==> config.mk <==
export PLATFORM = sky130hd
export DESIGN_NAME = noise_stat_estimator_flat
export DESIGN_NICKNAME = d
export VERILOG_FILES = /design/src/rtl/noise_stat_estimator_if.sv /design/src/rtl/noise_stat_estimator.sv /design/src/flat_wrapper.sv
export SDC_FILE = /design/constraint.sdc
export NUM_CORES = 2
export LEC_CHECK = 0
export ABC_AREA = 1
export CORE_MARGIN = 2
export CORE_UTILIZATION = 45
export DETAILED_ROUTE_END_ITERATION = 6
export GPL_TIMING_DRIVEN = 0
export HOLD_SLACK_MARGIN = 0.12
export PLACE_DENSITY_LB_ADDON = 0.12
export SYNTH_ARGS = -nofsm -noshare
export SYNTH_HDL_FRONTEND = slang
export SYNTH_SLANG_ARGS = --single-unit
==> constraint.sdc <==
create_clock -name clk -period 8.35 [get_ports clk]
set_clock_uncertainty 0.15 [all_clocks]
set_input_delay 1.67 -clock clk [delete_from_list [all_inputs] [get_ports clk]]
set_output_delay 1.67 -clock clk [all_outputs]
set_load 0.02 [all_outputs]
==> src/rtl/noise_stat_estimator_if.sv <==
// Stream/result bundle for noise_stat_estimator.
// master: drives start/samples; slave: the estimator.
interface noise_stat_estimator_if;
   logic               start_i;
   logic signed [15:0] sample_i;
   logic               sample_valid_i;
   logic               busy_o;
   logic signed [15:0] mean_o;
   logic        [31:0] var_o;
   logic               stat_valid_o;
   logic        [15:0] peak_o;

   modport master (
      output start_i,
      output sample_i,
      output sample_valid_i,
      input  busy_o,
      input  mean_o,
      input  var_o,
      input  stat_valid_o,
      input  peak_o
   );

   modport slave (
      input  start_i,
      input  sample_i,
      input  sample_valid_i,
      output busy_o,
      output mean_o,
      output var_o,
      output stat_valid_o,
      output peak_o
   );
endinterface

==> src/rtl/noise_stat_estimator.sv <==
// Windowed mean/variance estimator for Q8.7 noise samples.
// Ports: clk, rst (async high), bus (slave): start_i,
// sample_i, sample_valid_i in; busy_o, mean_o (Q8.7),
// var_o (2^-14 units), stat_valid_o, peak_o out.
// NOISE_STAT_PEAK_EN: build the max-|sample| tracker.
module noise_stat_estimator #(
   parameter int LOG2_N     = 10,
   parameter bit CONTINUOUS = 1'b0
) (
   input logic                   clk,
   input logic                   rst,
   noise_stat_estimator_if.slave bus
);
   localparam int SW = 16 + LOG2_N;
   localparam int QW = 31 + LOG2_N;
   localparam logic [LOG2_N-1:0] LAST = '1;

   typedef enum logic [1:0] {
      IDLE,
      ACCUM,
      CALC,
      DONE
   } state_t;

   state_t                   state;
   logic signed [SW-1:0]     sum;
   logic        [QW-1:0]     sumsq;
   logic        [LOG2_N-1:0] count;

   logic                     take_c;
   logic                     clear_c;
   logic signed [31:0]       prod_c;
   logic        [QW-1:0]     sq_c;
   logic signed [15:0]       mean_c;
   logic        [30:0]       msq_c;
   logic signed [31:0]       mean2_c;
   logic        [33:0]       diff_c;
   logic        [31:0]       var_c;

   assign take_c  = (state == ACCUM) && bus.sample_valid_i;
   assign clear_c = ((state == IDLE) && bus.start_i) ||
                    ((state == DONE) && CONTINUOUS);

   assign prod_c = 32'(bus.sample_i) * 32'(bus.sample_i);
   assign sq_c   = QW'($unsigned(prod_c));

   // Top slices are floor(sum/N) and floor(sumsq/N).
   assign mean_c  = sum[LOG2_N +: 16];
   assign msq_c   = sumsq[LOG2_N +: 31];
   assign mean2_c = 32'(mean_c) * 32'(mean_c);
   assign diff_c  = 34'(msq_c) - 34'(mean2_c);

   // Negative only through truncation; clamp to zero.
   always_comb begin
      var_c = diff_c[31:0];
      if (diff_c[33])
         var_c = '0;
      else if (diff_c[32])
         var_c = '1;
   end

   always_ff @(posedge clk or posedge rst) begin
      if (rst) begin
         state            <= IDLE;
         sum              <= '0;
         sumsq            <= '0;
         count            <= '0;
         bus.busy_o       <= 1'b0;
         bus.mean_o       <= '0;
         bus.var_o        <= '0;
         bus.stat_valid_o <= 1'b0;
      end else begin
         bus.stat_valid_o <= 1'b0;
         if (clear_c) begin
            sum   <= '0;
            sumsq <= '0;
            count <= '0;
         end
         unique case (state)
            IDLE: begin
               if (bus.start_i) begin
                  state      <= ACCUM;
                  bus.busy_o <= 1'b1;
               end
            end
            ACCUM: begin
               if (take_c) begin
                  sum   <= sum + SW'(bus.sample_i);
                  sumsq <= sumsq + sq_c;
                  count <= count + 1'b1;
                  if (count == LAST)
                     state <= CALC;
               end
            end
            CALC: begin
               // Results land so the strobe is seen in DONE.
               bus.mean_o       <= mean_c;
               bus.var_o        <= var_c;
               bus.stat_valid_o <= 1'b1;
               state            <= DONE;
            end
            DONE: begin
               if (CONTINUOUS) begin
                  state <= ACCUM;
               end else begin
                  state      <= IDLE;
                  bus.busy_o <= 1'b0;
               end
            end
            default: state <= IDLE;
         endcase
      end
   end

`ifdef NOISE_STAT_PEAK_EN
   logic [15:0] mag_c;
   logic [15:0] peak_trk;

   // |-32768| does not fit; saturate to 32767.
   always_comb begin
      mag_c = bus.sample_i;
      if (bus.sample_i == 16'h8000)
         mag_c = 16'h7fff;
      else if (bus.sample_i[15])
         mag_c = ~bus.sample_i + 16'd1;
   end

   always_ff @(posedge clk or posedge rst) begin
      if (rst) begin
         peak_trk   <= '0;
         bus.peak_o <= '0;
      end else begin
         if (clear_c)
            peak_trk <= '0;
         else if (take_c && (mag_c > peak_trk))
            peak_trk <= mag_c;
         if (state == CALC)
            bus.peak_o <= peak_trk;
      end
   end
`else
   assign bus.peak_o = '0;
`endif

endmodule

==> src/flat_wrapper.sv <==
// flat-port wrapper written by rule: the top's interface ports become plain ports
module noise_stat_estimator_flat 
#(
   parameter int LOG2_N     = 10,
   parameter bit CONTINUOUS = 1'b0
)
  (clk, rst, bus_start_i, bus_sample_i, bus_sample_valid_i, bus_busy_o, bus_mean_o, bus_var_o, bus_stat_valid_o, bus_peak_o);
  noise_stat_estimator_if bus_i ();
  input logic clk;
  input logic rst;
  input wire logic [$bits(bus_i.start_i)-1:0] bus_start_i;
  input wire logic [$bits(bus_i.sample_i)-1:0] bus_sample_i;
  input wire logic [$bits(bus_i.sample_valid_i)-1:0] bus_sample_valid_i;
  output wire logic [$bits(bus_i.busy_o)-1:0] bus_busy_o;
  output wire logic [$bits(bus_i.mean_o)-1:0] bus_mean_o;
  output wire logic [$bits(bus_i.var_o)-1:0] bus_var_o;
  output wire logic [$bits(bus_i.stat_valid_o)-1:0] bus_stat_valid_o;
  output wire logic [$bits(bus_i.peak_o)-1:0] bus_peak_o;
  assign bus_i.start_i = bus_start_i;
  assign bus_i.sample_i = bus_sample_i;
  assign bus_i.sample_valid_i = bus_sample_valid_i;
  assign bus_busy_o = bus_i.busy_o;
  assign bus_mean_o = bus_i.mean_o;
  assign bus_var_o = bus_i.var_o;
  assign bus_stat_valid_o = bus_i.stat_valid_o;
  assign bus_peak_o = bus_i.peak_o;
  noise_stat_estimator #(.LOG2_N(LOG2_N), .CONTINUOUS(CONTINUOUS)) u_core (.clk(clk), .rst(rst), .bus(bus_i));
endmodule
==> impl_results.md <==
- Drt wl/cell: 18.1 um
- Post-route setup slack: 0.157 ns
- Asr flop ratio synth: 1.00
- FMAX: 0.122 GHz
- Synthesized netlist cell count: 3721
- DR pass1 iterations: 6
- Hpwl dp: 72.5 mm
- Post-synth top area cell: fa_1
- Register area share after synthesis: 0.111
- Met3 wire length: 6.52 mm
- CP startpoint kind: input port
- Port Buffer Count: 69
- Largest net degree at the start of global routing: 81
- Crit path buf inv count: 10
- Final Util: 0.524
- Drt total wl: 86.2 mm
- Most frequent CP cell: fa_1
- Cell Area, Synth: 0.0291 mm^2
- CP Class: input port to flip-flop
- Top cells by area, synth: fa_1, inv_1, dfrtp_1
- Worst-Margin Slew: 1.00 ns
- Row count: 93
- Final min period: 8.19 ns
- Slew margin rel.: 0.332
- Residual DRC: 0
- Critical Path Slowest Stage Cell: fa_1
- Fin area: 0.0337 mm^2
- CTS H-Tree Depth: 4
- Die footprint: 0.0668 mm^2
- First-pass GRT wire length: 137 mm
- Worst Setup End Kind: flip-flop
- Met2 Wirelength: 37.7 mm
- Ys flop type: dfrtp_1
- Sink Count: 129
- Worst-path clk slew: 0.06 ns
- Gpl congestion: 0.958
- Arrival time at the worst endpoint: 8.39 ns
- Total grt overflow: 0
- Share of the synthesized area in the top cell type: 0.360
- Post-Route M1 WL: 40.1 mm
- Worst path max stage delay: 0.56 ns
- Initial antenna violation count: 0
- Yosys warns: 0
- Max-cap violations: 0
- R2r setup slk: 0.66 ns
- Post-Place Worst Slack: -2.49 ns
- Core ar.: 0.0642 mm^2
- Syn-to-layout area delta: 15.5%
- Worst EP required: 8.55 ns
- Cell Area, Placed: 0.0310 mm^2
- Share of cells above drive strength 1: 0.115
- # IOs: 86
- Vias in the first global route: 24505
- Bufs on Longest Clock Path: 2
- Tcrit/Tclk final: 0.981
- TritonCTS buffer count: 17
- EDFF count, synth: 0
- Die W: 259 um
- GRT Util Overall: 0.268
- Routed Antenna Nets: 0
- Die H: 259 um
- CTS tree: yes
- Starting density of the core: 0.454
- Outcome: finished, final reports clean
- ANT cells: 0
- Yosys cell types: 56
- Synth Register Bits: 129
- Pins over their slew limit: 0
- Nets: 4683
- Synth Area per Inst: 7.83 um^2
- Worst Hold Class: flip-flop to flip-flop
- Critical Path Fanout Max: 7
- Fin. Hold Viols: 0
- Clk_lat worst skew: 0.47 ns
- Vias per cell: 5.04
- Top Metal Used: met4
- CTS hold repair buffers: 0
- Initial DRC count: 1772
- Root buffer cell: clkbuf_16
- Cell family with most CP delay: adder cells
- Total number of vias: 23952
- Final setup violation count: 0
==> through the flow <==
stage	hold WS (ns)	TNS, ns	cells
floorplan	0.291	0	3736
global placement	0.309	-57.57	4660
detailed placement	0.309	-57.69	4661
CTS	0.319	0	4717
global route	0.331	-0.234	4753
finish	0.316	0	4753
==> cell usage after synthesis, types with 3 or more instances <==
master	number
nand2_1	782
xor2_1	33
nand4_1	24
fa_1	524
o32ai_1	4
a31o_2	4
inv_1	933
nand2_2	7
o21ai_2	13
xnor2_1	32
buf_1	14
a21boi_0	4
o211ai_1	8
a31oi_1	12
a21oi_1	167
nor3_1	26
clkbuf_1	84
ha_1	254
o21bai_1	16
a21oi_2	3
dfrtp_1	129
nor2_1	220
nand3b_1	11
a211oi_1	3
o31ai_1	5
nand3_1	168
buf_4	16
and2_1	3
or2_2	13
a21o_1	13
o21ai_1	8
o21ai_0	140
o21a_1	6
nor4_1	13
==> state kept, by name (all words and copies together), names as in the netlist <==
| name | flops |
|---|---|
| u_core.sumsq | 41 |
| u_core.bus.var_o | 32 |
| u_core.sum | 26 |
| u_core.bus.mean_o | 16 |
| u_core.count | 10 |
| u_core.state | 2 |
| u_core.bus.busy_o | 1 |
| u_core.bus.stat_valid_o | 1 |
==> repair_timing <==
action	in CTS	in global routing
setup endpoints to repair	32	24
gates resized for setup	251	303
pin swaps	39	123
setup buffers	24	41
cloned	0	1
==> routing by layer <==
layer,GRT usage,vias to the layer above
met2,0.410,664
met4,0.0662,0
met3,0.0559,89
met1,0.389,11693
met5,0,-
li1,-,11506
==> final timing paths <==
kind,endpoint,from,cells past startpoint
worst max-delay path,u_core.sumsq[31],bus_sample_i[7],34
worst min-delay path,u_core.count[9],u_core.count[9],1
worst max register to register,u_core.bus.var_o[27],u_core.sum[12],22
worst min register to register,u_core.count[9],u_core.count[9],1
max in group asynchronous,u_core.sum[12],rst,3
min in group asynchronous,u_core.bus.mean_o[14],rst,2
==> final cells by class <==
class | instances | area (um^2)
plain buffers | 112 | 833
repair buffers | 135 | 1240
clock buffers | 20 | 447
clock inverters | 12 | 92.6
fillers | 6256 | 30600
flip-flops and latches | 129 | 3230
well taps | 855 | 1070
inverters | 937 | 3550
multi-input cells | 2553 | 23200
==> cells by family (layout without fill, tap and decap cells) <==
kind of cell	after synthesis	count (layout)	synth area share
and+or+nand+nor	1277	1277	0.181
buffers and inverters	1054	1216	0.138
adders and majority gates	778	778	0.469
AOI/OAI and AO/OA	416	416	0.0810
DFF	129	129	0.111
xor gates and xnor gates	65	65	0.0195
other	1	16	0.000129
muxes	1	1	0.000343
==> layout by cell type, fill, tap and decap left out, types with 12 or more instances in the layout <==
| cell type | netlist | final |
|---|---|---|
| inv_1 | 933 | 902 |
| nand2_1 | 782 | 728 |
| fa_1 | 524 | 519 |
| ha_1 | 254 | 220 |
| nor2_1 | 220 | 186 |
| nand3_1 | 168 | 158 |
| a21oi_1 | 167 | 136 |
| dfrtp_1 | 129 | 129 |
| o21ai_0 | 140 | 111 |
| buf_4 | 16 | 80 |
| clkbuf_1 | 84 | 57 |
| clkdlybuf4s50_1 | 0 | 53 |
| nand2_2 | 7 | 47 |
| o21ai_1 | 8 | 30 |
| ha_4 | 0 | 29 |
| a21oi_2 | 3 | 28 |
| xnor2_1 | 32 | 27 |
| xor2_1 | 33 | 26 |
| inv_2 | 2 | 26 |
| nor2_2 | 2 | 24 |
| nand4_1 | 24 | 24 |
| clkbuf_16 | 0 | 22 |
| o21ai_2 | 13 | 20 |
| nor3_1 | 26 | 19 |
| conb_1 | 1 | 16 |
| nand2_4 | 1 | 15 |
| or2_2 | 13 | 13 |
| a21o_1 | 13 | 13 |
| buf_1 | 14 | 12 |
| nor2_4 | 0 | 12 |
| buf_6 | 2 | 12 |
Power is not shown: default switching activity piles up to over one toggle a cycle in this logic, so the estimate is an artifact.
